**config.mk**
```make
export PLATFORM = sky130hd
export DESIGN_NAME = icache
export DESIGN_NICKNAME = d
export VERILOG_FILES = /design/src/rtl/cpu_types_pkg.sv /design/src/rtl/icache_frame_array.sv /design/src/rtl/icache.sv
export SDC_FILE = /design/constraint.sdc
export NUM_CORES = 1
export LEC_CHECK = 0
export CELL_PAD_IN_SITES_DETAIL_PLACEMENT = 1
export CELL_PAD_IN_SITES_GLOBAL_PLACEMENT = 1
export CORE_UTILIZATION = 45
export CTS_CLUSTER_DIAMETER = 50
export DETAILED_ROUTE_END_ITERATION = 7
export GPL_ROUTABILITY_DRIVEN = 0
export PLACE_DENSITY = 0.66
export SYNTH_ARGS = -nofsm -noshare
export SYNTH_HDL_FRONTEND = slang
export SYNTH_HIERARCHICAL = 1
export SYNTH_SLANG_ARGS = --single-unit
```
**constraint.sdc**
```tcl
create_clock -name CLK -period 7.5 [get_ports CLK]
set_input_delay 1.875 -clock CLK [delete_from_list [all_inputs] [get_ports CLK]]
set_output_delay 1.875 -clock CLK [all_outputs]
set_load 0.1 [all_outputs]
```
**src/rtl/cpu_types_pkg.sv**
```systemverilog
// Shared types for the instruction cache: word type, address split, frame layout, FSM states.
// Widths here describe the default 16-frame configuration.
package cpu_types_pkg;

    typedef logic [31:0] word_t;

    localparam int unsigned IIDX_W = 4;
    localparam int unsigned ITAG_W = 30 - IIDX_W;

    typedef struct packed {
        logic [ITAG_W-1:0] tag;
        logic [IIDX_W-1:0] idx;
        logic [1:0]        bytoff;
    } icachef_t;

    typedef struct packed {
        logic              valid;
        logic [ITAG_W-1:0] tag;
        word_t             data;
    } icache_frame_t;

    typedef enum logic {
        IDLE,
        MISS
    } icache_state_t;

endpackage

```
**src/rtl/icache_frame_array.sv**
```systemverilog
// Direct-mapped frame storage: asynchronous read by index, synchronous single-port write.
// Only the valid bits are reset; tag and data come up undefined.
module icache_frame_array
    import cpu_types_pkg::*;
#(
    parameter int unsigned NUM_SETS = 16,
    parameter int unsigned IDX_W    = $clog2(NUM_SETS),
    parameter int unsigned TAG_W    = 30 - IDX_W
) (
    input  logic             CLK,
    input  logic             nRST,
    input  logic [IDX_W-1:0] i_ridx,
    output logic             o_valid,
    output logic [TAG_W-1:0] o_tag,
    output word_t            o_data,
    input  logic             i_we,
    input  logic [IDX_W-1:0] i_widx,
    input  logic [TAG_W-1:0] i_wtag,
    input  word_t            i_wdata
);

    logic [NUM_SETS-1:0] r_valid;
    logic [TAG_W-1:0]    r_tag  [NUM_SETS];
    word_t               r_data [NUM_SETS];

    always_ff @(posedge CLK or negedge nRST) begin
        if (!nRST) begin
            r_valid <= '0;
        end else if (i_we) begin
            r_valid[i_widx] <= 1'b1;
        end
    end

    always_ff @(posedge CLK) begin
        if (i_we) begin
            r_tag[i_widx]  <= i_wtag;
            r_data[i_widx] <= i_wdata;
        end
    end

    assign o_valid = r_valid[i_ridx];
    assign o_tag   = r_tag[i_ridx];
    assign o_data  = r_data[i_ridx];

endmodule

```
**src/rtl/icache.sv**
```systemverilog
// Direct-mapped, one-word-per-frame instruction cache with 0-cycle hits and a blocking refill.
// Define ICACHE_STATS_EN to add saturating hit_count / miss_count outputs.
module icache
    import cpu_types_pkg::*;
#(
    parameter int unsigned NUM_SETS = 16
) (
    input  logic  CLK,
    input  logic  nRST,
    input  logic  imemREN,
    input  word_t imemaddr,
    output logic  ihit,
    output word_t imemload,
    output logic  iREN,
    output word_t iaddr,
    input  logic  iwait,
    input  word_t iload
`ifdef ICACHE_STATS_EN
    ,
    output word_t hit_count,
    output word_t miss_count
`endif
);

    localparam int unsigned IDX_W = $clog2(NUM_SETS);
    localparam int unsigned TAG_W = 30 - IDX_W;

    icache_state_t    r_state, w_state_next;
    logic [29:0]      r_miss_addr;

    logic [IDX_W-1:0] w_idx;
    logic [TAG_W-1:0] w_tag;
    logic             w_valid;
    logic [TAG_W-1:0] w_rtag;
    word_t            w_rdata;
    logic             w_hit;
    logic             w_miss;
    logic             w_fill;
    logic             w_unused_bytoff;

    assign w_idx           = imemaddr[1+IDX_W:2];
    assign w_tag           = imemaddr[31:2+IDX_W];
    assign w_unused_bytoff = ^imemaddr[1:0];

    icache_frame_array #(
        .NUM_SETS (NUM_SETS),
        .IDX_W    (IDX_W),
        .TAG_W    (TAG_W)
    ) u_frames (
        .CLK     (CLK),
        .nRST    (nRST),
        .i_ridx  (w_idx),
        .o_valid (w_valid),
        .o_tag   (w_rtag),
        .o_data  (w_rdata),
        .i_we    (w_fill),
        .i_widx  (r_miss_addr[IDX_W-1:0]),
        .i_wtag  (r_miss_addr[29:IDX_W]),
        .i_wdata (iload)
    );

    always_ff @(posedge CLK or negedge nRST) begin
        if (!nRST) begin
            r_state     <= IDLE;
            r_miss_addr <= '0;
        end else begin
            r_state <= w_state_next;
            if (w_miss) begin
                r_miss_addr <= imemaddr[31:2];
            end
        end
    end

    // The refill always runs to completion; fetch redirects are only looked up back in IDLE.
    always_comb begin
        w_state_next = r_state;
        w_hit        = 1'b0;
        w_miss       = 1'b0;
        w_fill       = 1'b0;
        iREN         = 1'b0;
        iaddr        = '0;
        unique case (r_state)
            IDLE: begin
                w_hit  = imemREN & w_valid & (w_rtag == w_tag);
                w_miss = imemREN & ~w_hit;
                if (w_miss) begin
                    w_state_next = MISS;
                end
            end
            MISS: begin
                iREN  = 1'b1;
                iaddr = {r_miss_addr, 2'b00};
                if (!iwait) begin
                    w_fill       = 1'b1;
                    w_state_next = IDLE;
                end
            end
        endcase
    end

    assign ihit     = w_hit;
    assign imemload = w_hit ? w_rdata : '0;

`ifdef ICACHE_STATS_EN
    word_t r_hit_count, r_miss_count;

    always_ff @(posedge CLK or negedge nRST) begin
        if (!nRST) begin
            r_hit_count  <= '0;
            r_miss_count <= '0;
        end else begin
            if (w_hit && (r_hit_count != 32'hFFFF_FFFF)) begin
                r_hit_count <= r_hit_count + 32'd1;
            end
            if (w_miss && (r_miss_count != 32'hFFFF_FFFF)) begin
                r_miss_count <= r_miss_count + 32'd1;
            end
        end
    end

    assign hit_count  = r_hit_count;
    assign miss_count = r_miss_count;
`endif

endmodule
```
Word-level counts from Yosys, hierarchy flattened
Memory sizes are Yosys's and may differ from the RTL's.
Cells that the tools add are included.
{"block": "classes", "n_reduce_logical": 1, "muxes": 16, "bitwise": 6, "order_cmp": 3, "eq_ne": 1}
{"cell": "$mux 32", "n": 2}
{"cell": "$eq 26x26->1", "n": 1}
{"cell": "$or 16x16->16", "n": 1}
{"cell": "$mux 1", "n": 11}
{"cell": "$lt 4x5->1 const B", "n": 2}
{"cell": "$bmux 1 s4", "n": 1}
{"cell": "$demux 1 s4", "n": 1}
{"cell": "$ge 4x1->1 const B", "n": 1}
{"cell": "$and 1x1->1", "n": 3}
{"cell": "$not 1->1", "n": 2}
{"cell": "$pmux 1 s2", "n": 1}
{"cell": "$logic_and 1x1->1", "n": 1}
{"block": "word_totals", "memories": 2, "out_inout_bits": 66, "ram_bits": 928, "ff_bits": 47, "in_bits": 68}
{"name": "u_frames.r_data", "words": 16, "width": 32, "read_ports": 1, "rd_clocked_by_memory_dff": 0, "wr": 1, "line_no": "icache_frame_array.sv:24", "rtl": "word_t r_data [NUM_SETS];"}
{"name": "u_frames.r_tag", "words": 16, "width": 26, "read_ports": 1, "rd_clocked_by_memory_dff": 0, "wr": 1, "line_no": "icache_frame_array.sv:23", "rtl": "logic [TAG_W-1:0] r_tag [NUM_SETS];"}

Depth between registers and ports, before layout
{"block": "logic_depth", "depth_word": 8, "mapped_depth": 12, "depth_no_buf": 8}

Hierarchy
The synthesis kept the hierarchy.
{"module": "icache_frame_array", "instances": 1, "seq_area_each_um2": 28267.1, "cells_each": 1479, "area_each_um2": 35293.8}
{"module": "icache", "instances": 1, "seq_area_each_um2": 775.7, "cells_each": 177, "area_each_um2": 1915.6}

Worst setup path after synthesis
No wires, ideal clock.
{"block": "synth_path", "path_type": "input to output", "startpoint": "in imemaddr[2]", "endpoint": "out imemload[22]", "path_buffers": 3, "slack_ps": 137, "t_required_ps": 5625, "path_stages": 11, "arrival_ps": 5488, "cell_sequence": "buf_2 -> buf_2 -> mux4_2 -> a22oi_1 -> nand2_1 -> xor2_1 -> nor4_1 -> nand4_1 -> nor4_2 -> buf_2 -> and2_1"}
{"element": "start, declared", "line_no": "icache.sv:11", "rtl": "input word_t imemaddr,"}
{"element": "$mem_v2 16x26"}
{"element": "named net w_rtag[13]", "line_no": "icache.sv:34", "rtl": "logic [TAG_W-1:0] w_rtag;"}
{"element": "$eq 26x26->1", "line_no": "icache.sv:84", "rtl": "w_hit = imemREN & w_valid & (w_rtag == w_tag);"}
{"element": "$and 1x1->1", "line_no": "icache.sv:84"}
{"element": "$mux 1", "line_no": "icache.sv:82", "rtl": "unique case (r_state)"}
{"element": "named net ihit", "line_no": "icache.sv:12", "rtl": "output logic ihit,"}
{"element": "$mux 32", "line_no": "icache.sv:102", "rtl": "assign imemload = w_hit ? w_rdata : '0;"}
{"element": "end, declared", "line_no": "icache.sv:13", "rtl": "output word_t imemload,"}
The timed path passes the listed nets, and every way through them passes these cells. The select of a mux whose other input is x is not followed.

Worst setup path in the final report
{"block": "layout_path", "startpoint": "in imemaddr[4]", "endpoint": "out imemload[6]"}
{"element": "$mem_v2 16x26"}
{"element": "named net w_rtag[11]", "line_no": "icache.sv:34"}
{"element": "$eq 26x26->1", "line_no": "icache.sv:84"}
{"element": "$and 1x1->1", "line_no": "icache.sv:84"}
{"element": "$mux 1", "line_no": "icache.sv:82"}
{"element": "$mux 32", "line_no": "icache.sv:102"}
The timed path passes the listed nets, and every way through them passes these cells. The select of a mux whose other input is x is not followed.

==> results.toml <==
[setup_path]
path_class = "input port to output pin"
crit_chain = "clkdlybuf4s50_1 > and2_4 > buf_4 > a22oi_1 > nand2_1 > xor2_1 > nor4_2 > buf_4 > nand4_1 > nor4_4 > buf_12 > and2_1 > buf_12"
critPathLaunchType = "input port"
critPathSlowestCell = "clkdlybuf4s50_1"
crit_required_ns = 5.62
worstSetupEndpointType = "output pin"
crit_family = "simple AND/OR/NAND/NOR gates"
cp_num_cells = 13
arrival_ns = 5.34
reg2regPathDepth = 5
critPathBufInv = 5
crit_path_max_fanout = 33
cpPeakStageDelay_ns = 0.67

[synthesis]
syn_inst = 1656
syn_area_mm2 = 0.0372
synthMuxAreaShare = 0.152
yosys_warnings = 6
synth_cell_types = 28
synth_compound_area_frac = 0.0244
ys_ff_latch = 975
async_reset_ff_frac = 0.0482
synth_ff_type = "edfxtp_1"
syn_avg_cell_area_um2 = 22.5
synth_simple_gate_area_frac = 0.0250
synthAdderAreaFrac = 0
synth_edf_count = 928
synthXorXnorAreaFrac = 0.00612
synth_top_family_by_area = "multiplexers"
ys_seq_area_frac = 0.781

[detailed_routing]
ant_nets = 0
wl_per_cell_um = 29.6
num_vias = 17682
route.detailed.drc = 0
viasPerCell = 5.81
drtPass1Iterations = 5
drt-total-wl_um = 90000
drtIter0Drc = 1190

[clocking]
hold_buffers = 0
h-tree-depth = 3
cts_made_buffers = 105
cts_tree = "yes"
clock_latency_ns = 0.67
clock-sinks = 975
cts-root-buf = "clkbuf_16"
cts_setup_buffers = 0
cts_resized = 0
cts_buffer_depth = 3
clk_pin_slew_worst_paths_ns = 0.06

[global_route]
grt_max_degree = 56
grtUsageMet3 = 0.0357
gr-max-usage-layer = "met2"
grt_util_met2 = 0.373
grt_pass1_vias = 19026
overflow = 0
grt_antenna_before_repair = 4
gr-usage-met1 = 0.290
grt_pass1_wl_um = 130000
grt_usage = 0.219

[cells_and_area]
drive_gt1_frac = 0.289
syn_to_final_growth_pct = 18.2
finalNetCount = 1952
fillCellCount = 7119

[floorplanning]
die_h_um = 290
rows = 105
top_level_ports = 134
start_util = 0.454
die_w_um = 290
core_mm2 = 0.0820
die_area_mm2 = 0.0838

[power_and_ir_drop]
switching_share = 0.237
p_comb_frac = 0.084
p_per_area_mw_per_mm2 = 284
leakage_nw = 14.1
p_seq_frac = 0.520
p_clk_frac = 0.396
internal-power_mw = 9.55
total_power_mw = 12.5
switchingPower_mw = 2.96
vdd.ir_drop.worst_mv = 0.176

[job]
max_cap_violations = 0

[timing]
clock_skew_ns = 0.0231
worstMarginPinSlew_ns = 1.27
fmax_ghz = 0.139
hold_violations = 0
tns_ns = 0
post-route-min-period_ns = 7.21
relSlewSlack = 0.153
finalCritPeriodShare = 0.962
drv_slew = 0
rsz0062_at_grt = "no"
setup_viol = 0

[status]
status = "complete, no violations"

[min_path]
holdCritPathClass = "flop to flop"
hold_depth = 1

[place]
portBuffers = 129
dp_hpwl_um = 48300
-- through the flow --
step,hold WS (ns),worst slack [ns],cells,utilization,cell area [um2]
2_1_floorplan,0.434,0.137,1657,-,37200
3_3_place_gp,0.446,0.191,2847,0.496,40700
3_5_place_dp,0.450,0.147,2847,0.496,40700
4_1_cts,0.464,0.123,3039,0.536,44000
5_1_grt,0.476,0.0650,3041,0.536,44000
6_report,0.464,0.286,3041,0.536,44000
-- cells in the final DEF, fill, tap and decap left out, types with 4 or more instances in the layout --
master             n
or2_2             16
clkinv_1          15
nor4_1             5
clkbuf_16        106
buf_4             67
buf_12            47
a22oi_1          118
nor2_4            13
edfxtp_1         928
xor2_1            23
bufinv_16          7
nor3_2             4
inv_6              6
clkinv_2          15
and2_1            62
mux2_2            27
nand2_1           64
clkdlybuf4s50_1   93
mux4_2           236
dfrtp_1           47
clkbuf_1          28
clkinvlp_4         7
-- state kept, by name (all words and copies together), names as in the netlist --
| register | count |
|---|---|
| r_miss_addr | 30 |
| r_state | 1 |
| u_frames/r_data | 512 |
| u_frames/r_tag | 416 |
| u_frames/r_valid | 16 |
-- logic make-up after synthesis --
group	count (synthesis)
flops	975
mux	266
xor+xnor	26
buf+inv	90
simple gates	179
other cells	1
compound gates	119
-- per-layer routing --
metal,wire length [um],up-vias
met2,46600,486
met1,37100,9657
met5,13,-
met4,2000,2
li1,-,7409
met3,4290,128
-- synth_stat cells, types with 6 or more instances --
| cell type | count | area (um2) |
|---|---|---|
| buf_6 | 8 | 90.1 |
| and2_1 | 63 | 394 |
| nor2_1 | 13 | 48.8 |
| a22oi_1 | 118 | 886 |
| buf_2 | 31 | 155 |
| clkbuf_1 | 48 | 180 |
| edfxtp_1 | 928 | 27900 |
| mux4_2 | 236 | 5320 |
| nand2_1 | 64 | 240 |
| xor2_1 | 23 | 201 |
| dfrtp_1 | 47 | 1180 |
| or2_2 | 16 | 100 |
| mux2_2 | 27 | 304 |
| nor4_1 | 6 | 37.5 |
-- worst reg2reg max path, cell delays in order, from the launching register on --
cell	delay (ns)
dfrtp_1	0.32
buf_4	0.40
nor2b_1	0.35
or3b_2	0.60
nor2_4	0.92
buf_4	0.57
-- layout make-up --
| cell class | instances | area (um2) | area share |
|---|---|---|---|
| antenna | 2 | 5.00 | 0.000114 |
| clock inverter | 56 | 522 | 0.0119 |
| clock buffer | 136 | 2790 | 0.0633 |
| multi-input combinational | 592 | 7880 | 0.179 |
| timing repair buffer | 210 | 2410 | 0.0548 |
| sequential | 975 | 29000 | 0.660 |
| tap | 1070 | 1340 | 0.0304 |
-- path summary, 6_finish.rpt --
check / from / end / slack [ns]
max in group asynchronous: nRST / u_frames/r_valid[7]$_DFFE_PN0P_ / 5.63
worst min register to register: u_frames/r_valid[14]$_DFFE_PN0P_ / u_frames/r_valid[14]$_DFFE_PN0P_ / 0.46
worst max-delay path: imemaddr[4] / imemload[6] / 0.29
min in group asynchronous: nRST / r_miss_addr[14]$_DFFE_PN0P_ / 1.36
worst min-delay path: u_frames/r_valid[14]$_DFFE_PN0P_ / u_frames/r_valid[14]$_DFFE_PN0P_ / 0.46
worst max register to register: r_state$_DFF_PN0_ / u_frames/r_data[1][7]$_DFFE_PP_ / 3.98
-- power by group through the flow --
stage	clock network, mW	registers [mW]	logic [mW]
6_report	4.95	6.51	1.05
5_1_grt	5.23	6.54	1.11
4_1_cts	5.04	6.51	1.07
3_5_place_dp	0	6.62	1.06
3_3_place_gp	0	6.59	1.05
2_1_floorplan	0	6.55	0.680
Note: power is estimated with default switching activity, not from simulation.
